[src/rtl/fetch_pkg.sv]
// Shared types and constants for the instruction fetch controller.
package fetch_pkg;

    typedef enum logic [1:0] {
        ST_IDLE = 2'd0,
        ST_RUN  = 2'd1,
        ST_DONE = 2'd2
    } fetch_state_e;

    typedef enum logic [1:0] {
        BR_NONE   = 2'b00,
        BR_EQ     = 2'b01,
        BR_NE     = 2'b10,
        BR_ALWAYS = 2'b11
    } br_type_e;

    localparam int LUT_DEPTH = 32;
    localparam int LUT_W     = 8;

    // Default signed branch offsets, two's complement, entry 0 first.
    localparam logic [LUT_W-1:0] BR_OFFSET_LUT [LUT_DEPTH] = '{
        8'h02, 8'h04, 8'h08, 8'h10,
        8'hFC, 8'hFD, 8'hFE, 8'hFF,
        8'h7F, 8'h80, 8'h20, 8'hE0,
        8'h00, 8'h00, 8'h00, 8'h00,
        8'h00, 8'h00, 8'h00, 8'h00,
        8'h00, 8'h00, 8'h00, 8'h00,
        8'h00, 8'h00, 8'h00, 8'h00,
        8'h00, 8'h00, 8'h00, 8'h00
    };

    // Indices beyond the stored table read as a zero offset.
    function automatic logic [LUT_W-1:0] lut_entry(input int unsigned idx);
        logic [LUT_W-1:0] val;
        val = '0;
        if (idx < LUT_DEPTH) begin
            val = BR_OFFSET_LUT[idx[4:0]];
        end
        return val;
    endfunction

endpackage

[src/rtl/branch_lut.sv]
// Combinational ROM mapping a branch index to a signed DW-bit offset.
module branch_lut
    import fetch_pkg::*;
#(
    parameter int LW = 5,
    parameter int DW = 8
) (
    input  logic [LW-1:0]        idx,
    output logic signed [DW-1:0] offset
);

    logic signed [LUT_W-1:0] raw;

    // Look up the stored entry and sign-extend or trim it to the datapath width.
    always_comb begin
        raw    = $signed(lut_entry(int'(idx)));
        offset = DW'(raw);
    end

endmodule

[src/rtl/fetch_ctrl.sv]
// Fetch controller: IDLE/RUN/DONE sequencing, program counter and retired-instruction count.
// Control interface: Start is a one-cycle request honoured only in IDLE or DONE;
// Stall freezes all state in RUN and overrides Halt and branches; Halt overrides branches.
module fetch_ctrl
    import fetch_pkg::*;
#(
    parameter int PW = 10,
    parameter int LW = 5,
    parameter int DW = 8
) (
    input  logic          Clk,
    input  logic          Reset_n,
    input  logic          Start,
    input  logic [PW-1:0] StartAddr,
    input  logic          Stall,
    input  logic          Halt,
    input  logic [1:0]    BrType,
    input  logic [LW-1:0] BrIdx,
    input  logic          isEqual,
    output logic [PW-1:0] PC,
    output logic          BrTaken,
    output logic          Done,
    output logic [15:0]   InstCnt,
    output fetch_state_e  FsmState
);

    logic signed [DW-1:0] br_off;
    logic [PW-1:0]        br_off_ext;
    logic [PW-1:0]        pc_next;
    logic                 advance;
    logic                 cond;

    branch_lut #(.LW(LW), .DW(DW)) u_lut (
        .idx    (BrIdx),
        .offset (br_off)
    );

    // Branch decision and next sequential/redirected PC for the current cycle.
    always_comb begin
        advance = (FsmState == ST_RUN) && !Stall && !Halt;
        cond    = 1'b0;
        case (BrType)
            BR_EQ:     cond = isEqual;
            BR_NE:     cond = !isEqual;
            BR_ALWAYS: cond = 1'b1;
            default:   cond = 1'b0;
        endcase
        BrTaken    = advance && cond;
        br_off_ext = PW'(br_off);
        pc_next    = BrTaken ? (PC + br_off_ext) : (PC + PW'(1));
    end

    // FSM with PC register and saturating retired-instruction counter.
    always_ff @(posedge Clk) begin
        if (!Reset_n) begin
            FsmState <= ST_IDLE;
            PC       <= '0;
            Done     <= 1'b0;
            InstCnt  <= '0;
        end else begin
            case (FsmState)
                ST_IDLE: begin
                    if (Start) begin
                        PC       <= StartAddr;
                        InstCnt  <= '0;
                        FsmState <= ST_RUN;
                    end
                end
                ST_RUN: begin
                    if (!Stall) begin
                        if (Halt) begin
                            FsmState <= ST_DONE;
                            Done     <= 1'b1;
                        end else begin
                            PC <= pc_next;
                            if (InstCnt != 16'hFFFF) begin
                                InstCnt <= InstCnt + 16'd1;
                            end
                        end
                    end
                end
                ST_DONE: begin
                    if (Start) begin
                        PC       <= StartAddr;
                        InstCnt  <= '0;
                        Done     <= 1'b0;
                        FsmState <= ST_RUN;
                    end
                end
                default: begin
                    FsmState <= ST_IDLE;
                end
            endcase
        end
    end

endmodule

[config.mk]
export PLATFORM = sky130hd
export DESIGN_NAME = fetch_ctrl
export DESIGN_NICKNAME = d
export VERILOG_FILES = /design/src/rtl/fetch_pkg.sv /design/src/rtl/branch_lut.sv /design/src/rtl/fetch_ctrl.sv
export SDC_FILE = /design/constraint.sdc
export NUM_CORES = 1
export LEC_CHECK = 0
export ABC_CLOCK_PERIOD_IN_PS = 4900
export BUFFER_PORTS_ARGS = -buffer_cell sky130_fd_sc_hd__buf_2
export CORE_MARGIN = 2
export CORE_UTILIZATION = 55
export CTS_CLUSTER_DIAMETER = 120
export DETAILED_ROUTE_END_ITERATION = 12
export GPL_TIMING_DRIVEN = 0
export PLACE_DENSITY = 0.83
export SYNTH_ARGS = -nofsm -noshare
export SYNTH_HDL_FRONTEND = slang
export SYNTH_HIERARCHICAL = 1
export SYNTH_SLANG_ARGS = --single-unit
[constraint.sdc]
create_clock -name Clk -period 4.9 [get_ports Clk]
set_input_delay 0.735 -clock Clk [delete_from_list [all_inputs] [get_ports Clk]]
set_output_delay 0.735 -clock Clk [all_outputs]
set_load 0.02 [all_outputs]
==> results.toml, run 1 <==
[setup_path]
worstPathMaxFanout = 10
worstSetupPathType = "in2reg"
endpoint_kind = "flop"
cp_data_required_time_ns = 5.07
start_kind = "primary input"
reg2reg_depth = 11
worstPathArrival_ns = 3.48

[sta]
slew-limit-headroom_pct = 65.7
finClkSkew_ns = 0.00590
slew_violations = 0
worst_slew_pin_slew_ns = 0.514
fmax_mhz = 302
worst_hold_slack_ns = 0.519
setup_slack_ns = 1.59
period_minus_slack_ns = 3.31
hold_viol = 0
fin_tns_setup_ns = 0
grt_setup_unrepaired = "no"
setup_viol = 0
fin_crit_sh_pct = 67.6

[run]
maxCapViolations = 0

[grt]
antenna_found_initial = 0
grt-ovfl-total = 0
grt_pass1_vias = 1844
grt_pass1_wl_um = 8270
grt_usage_pct = 24.9
grt_max_degree = 11

[logic_synthesis]
ys_warn_count = 6
synth_common_cells = "dfxtp_1 (29), o21ai_0 (24), nor2_1 (21)"
ys_top_cells_by_area = "dfxtp_1 (28%), ha_1 (8.3%), xnor2_1 (6.7%), o21ai_0 (5.7%), a21oi_1 (3.8%)"
synth.most_common_cell = "dfxtp_1"
synth_top_cell_area_share_pct = 27.6
ys_seq_area_share_pct = 27.6
ys.flop_type = "dfxtp_1"
synth_area_um2 = 2110
syn_avg_cell_area_um2 = 8.36
synthCells = 252
ys_types = 55
synth_edf_count = 0
ys_ff_latch = 29
synth_nets = 290
async_flop_share_pct = 0
yosysTopAreaCell = "dfxtp_1"

[hold_path]
hp-class = "reg2reg"
worstHoldPathCells = 2

[placed_design]
placedCellCount = 351
routabilityCongestion = 0.894
place_hpwl_um = 3870
io_buffers = 51
placed_cell_area_um2 = 2420
place_ws_ns = 1.35

[drt]
postRouteAntennaNets = 0
drc_errors = 0
dr.pass1.iters = 4
avgViaCountPerCell = 5.83
wirelength_um = 5140
vias = 2094
first_iter_violations = 123
wire_per_inst_um = 14.3

[cells_and_area]
final_util_pct = 68.9
final_area_um2 = 2520
fin_nets = 348
antenna_cells = 0
drive_gt1_share_pct = 23.8
final_cells = 359
syn2layout_area_growth_pct = 19.8

[die]
row_count = 22
die-area_um2 = 4340
initial_core_util_pct = 57.5
dieWidth_um = 65.9
die_h_um = 65.9
core_um2 = 3660
io_pins = 53

[clocking]
cts_root_buffer = "clkbuf_8"
cts.repair.resized = 0
cts_setup_buffers = 0
h-tree-depth = 2
clock_path_buffers = 2
clk-insertion-delay-late_ns = 0.29
holdBufCountCts = 0
cts.sinks = 29
cts_made_buffers = 5
cts_tree = "done"
clkTransAtPathRegs_ns = 0.07

[outcome]
status = "finished, final reports clean"

[power]
ir_drop_uv = 127
leakagePower_nw = 1.08
p_per_area_nw_per_um2 = 236
p_total_mw = 0.596
worst paths after layout:
| check | startpoint | endpoint | slack [ns] |
|---|---|---|---|
| worst min register to register | Done | Done | 0.52 |
| worst max register to register | FsmState[1] | PC[8] | 1.72 |
| worst min-delay path | Done | Done | 0.52 |
| worst max-delay path | Halt | PC[8] | 1.59 |
critical path, stage by stage:
cell,delay [ns]
buf_2,0.11
nor4b_4,0.43
clkbuf_1,0.37
and2_1,0.21
nand2b_1,0.06
ha_1,0.22
fa_1,0.43
a211oi_1,0.33
nor2_1,0.12
a21oi_1,0.19
xor2_1,0.17
o21ai_0,0.10
area by class of cell:
class                      instances  area, um2
buffer                            10       47.5
clock buffer                       7       96.3
fill                             334       1140
sequential                        29        581
inverter                           6       22.5
multi-input combinational        207       1460
tap                               48       60.1
clock inverter                     1       5.00
timing repair buffer              51        255
registers in the layout, summed over array words and instances, names as in the netlist:
signal    flops
Done          1
InstCnt      16
FsmState      2
PC           10
kinds of logic after synthesis:
kind of cell,share of synthesized area (%)
and+or+nand+nor,26.5
AOI/OAI and AO/OA,22.9
DFF,27.6
xor gates and xnor gates,7.49
buffers and inverters,3.33
adders and majority gates,9.27
muxes,2.91
power breakdown:
group	internal (mW)	total, mW	switching, mW
clock network	0.127	0.225	0.0978
registers	0.246	0.255	0.00965
logic	0.0471	0.116	0.0692
total	0.420	0.596	0.177
placed cells by master (no fill, tap or decap), types with 2 or more instances in the layout:
master,synthesis,routed
nor2b_1,4,4
xnor2_1,16,16
nor2_1,21,21
and4_1,2,2
nor3_1,3,3
buf_2,1,52
or2_2,2,2
o21ai_0,24,24
clkbuf_1,7,7
a31oi_1,4,4
nor4_1,2,2
and3_1,11,11
ha_1,14,14
nand2_1,13,13
xor2_1,2,2
o211a_1,2,2
a21boi_0,2,2
nor3b_1,2,2
nand3_1,8,8
or3_1,2,2
nand2b_1,8,8
o31ai_1,4,4
dfxtp_1,29,29
and4b_1,2,2
a21o_1,2,2
a211oi_1,7,7
mux2i_1,5,5
a21oi_1,16,16
inv_1,6,6
o211ai_1,4,4
nand4_1,3,3
clkbuf_8,0,7
per-layer routing:
layer / track usage [%] / routed length [um]
met5: 0 / 0
met4: 12.2 / 119
met3: 3.75 / 265
met2: 42.7 / 2530
met1: 30.1 / 2220
(Power assumes the default switching activity.)
==> run 2: changes to the inputs <==
- ABC_AREA: not set -> 1
- ABC_CLOCK_PERIOD_IN_PS: 4900 -> 2800
- CORE_UTILIZATION: 55 -> 49
- PLACE_DENSITY: 0.83 -> 0.78
- clock period: 4.9 -> 2.8 ns (I/O delays scaled with it)
==> results.toml, run 2 <==
[placed_design]
place_hpwl_um = 4260
io_buffers = 52
placed_cell_area_um2 = 2510
routabilityCongestion = 0.913

[logic_synthesis]
synth-adder-area-share_pct = 8.94
ys_warn_count = 6
synth_top_cell_area_share_pct = 26.6
synth-xor-area-share_pct = 1.20
async_flop_share_pct = 0
ys_ff_latch = 29
synthCells = 343
yosysTopAreaCell = "dfxtp_1"
ys_top_cells_by_area = "dfxtp_1 (27%), nand2_1 (12%), nor2_1 (9.5%), ha_1 (8.0%), inv_1 (7.4%)"
syn_avg_cell_area_um2 = 6.36
yosys.area_share.simple_pct = 38.4
ys_types = 35
synth_common_cells = "nand2_1 (72), nor2_1 (55), inv_1 (43)"
synthMuxAreaShare_pct = 0
synth_edf_count = 0
ys.flop_type = "dfxtp_1"
synth_area_um2 = 2180
synth.most_common_cell = "nand2_1"
synth_top_family_by_area = "simple AND/OR/NAND/NOR gates"
ys_seq_area_share_pct = 26.6
synth_nets = 381
synth_compound_area_share_pct = 14.8

[clocking]
clkTransAtPathRegs_ns = 0.06
holdBufCountCts = 0
cts_made_buffers = 5
cts.sinks = 29
clk-insertion-delay-late_ns = 0.29
h-tree-depth = 2
cts_root_buffer = "clkbuf_8"
cts_tree = "done"
clock_path_buffers = 2

[grt]
grt_pass1_vias = 2206
grt-ovfl-total = 0
grt_max_degree = 11
grt_pass1_wl_um = 9670
grt_usage_pct = 23.7
antenna_found_initial = 0

[drt]
wirelength_um = 5500
drc_errors = 0
dr.pass1.iters = 4
avgViaCountPerCell = 5.18
postRouteAntennaNets = 0
wire_per_inst_um = 12.1
vias = 2356
first_iter_violations = 159

[setup_path]
start_kind = "flop"
worstPathArrival_ns = 2.73
worstPathMaxFanout = 8
worstSetupPathType = "reg2reg"
endpoint_kind = "flop"
cp_data_required_time_ns = 2.97

[run]
maxCapViolations = 0

[power]
ir_drop_uv = 278
leakagePower_nw = 1.30
p_per_area_nw_per_um2 = 452
p_total_mw = 1.19

[cells_and_area]
top_register = "InstCnt"
mostFrequentLayoutCells = "nand2_1 (71), nor2_1 (54), buf_2 (54)"
largest_register_ffs = 16
syn2layout_area_growth_pct = 20.5
drive_gt1_share_pct = 20.8
final_common_cell = "nand2_1"
largestRegisters = "InstCnt: 16 flops, PC: 10 flops, FsmState: 2 flops"
antenna_cells = 0
fin_nets = 440
final_area_um2 = 2630

[hold_path]
hp-class = "in2reg"

[sta]
setup_viol = 0
period_minus_slack_ns = 2.56
worst_slew_pin_slew_ns = 0.489
slew_violations = 0
fmax_mhz = 391
slew-limit-headroom_pct = 67.2
fin_crit_sh_pct = 91.3
grt_setup_unrepaired = "no"
finClkSkew_ns = 0.00919
hold_viol = 0

[die]
initial_core_util_pct = 50.5
row_count = 24
die_h_um = 70.7
die-area_um2 = 5000
dieWidth_um = 70.7
core_um2 = 4320
io_pins = 53

[outcome]
status = "finished, final reports clean"
==> run 2: worst max-delay path, cell delays in order, from the launching register on <==
cell     delay (ns)
dfxtp_1        0.39
nand3_1        0.16
nor2_2         0.17
nand2_2        0.13
or2_2          0.31
ha_1           0.23
fa_1           0.44
nand3_1        0.12
nand2_1        0.09
nand2_1        0.09
a21oi_1        0.06
o21ai_0        0.16
a21oi_1        0.08
==> run 2: repair_timing <==
item | in CTS | in global routing
gates resized for setup | 0 | 2
buffers inserted | 0 | 0
hold endpoints to repair | 0 | 0
setup endpoints to repair | 0 | 2
==> run 2: cell type report <==
class,count,area (um2)
fill,458,1700
multi-input combinational,260,1390
sequential,29,581
timing repair buffer,52,260
inverter,49,184
clock buffer,7,86.3
tap,52,65.1
buffer,5,36.3
clock inverter,1,30.0
==> run 2: report_power, final <==
part / total (mW) / leakage (nW) / internal [mW] / switching [mW]
combinational: 0.272 / 1.01 / 0.0964 / 0.175
sequential: 0.454 / 0.236 / 0.434 / 0.0200
clock: 0.462 / 0.0585 / 0.290 / 0.172
==> run 2: per-stage QoR <==
stage | utilization [%] | hold WS, ns | worst slack [ns] | TNS (ns) | instances
after detailed placement | 58.0 | 0.463 | -0.000238 | -0.000238 | 447
final | 60.8 | 0.408 | 0.245 | 0 | 455
after global routing | 60.8 | 0.417 | 0.0166 | 0 | 455
after global placement | 58.0 | 0.452 | 0.0405 | 0 | 447
after CTS | 60.7 | 0.399 | 0.144 | 0 | 455
after floorplan | - | 0.536 | 0.334 | 0 | 343
==> run 2: kinds of logic after synthesis <==
logic type / count (synthesis)
xor gates and xnor gates: 3
and+or+nand+nor: 181
DFF: 29
AOI/OAI and AO/OA: 61
buffers and inverters: 54
adders and majority gates: 15
==> run 2: per-layer routing <==
layer,part of all wire [%],vias to the layer above,wire length [um],global-route usage [%]
met5,0,-,0,0
met4,1.6,0,88,8.39
met3,5.4,9,295,4.99
met2,47,59,2560,39.8
met1,46,1057,2550,30.2
li1,-,1231,-,-
==> run 2: worst paths after layout <==
kind                     start  endpoint  slack [ns]  depth (start not counted)
hold reg to reg           Done      Done        0.47                          2
setup reg to reg   FsmState[0]     PC[8]        0.24                         12
setup / recovery   FsmState[0]     PC[8]        0.24                         12
hold / removal    StartAddr[1]     PC[1]        0.41                          3
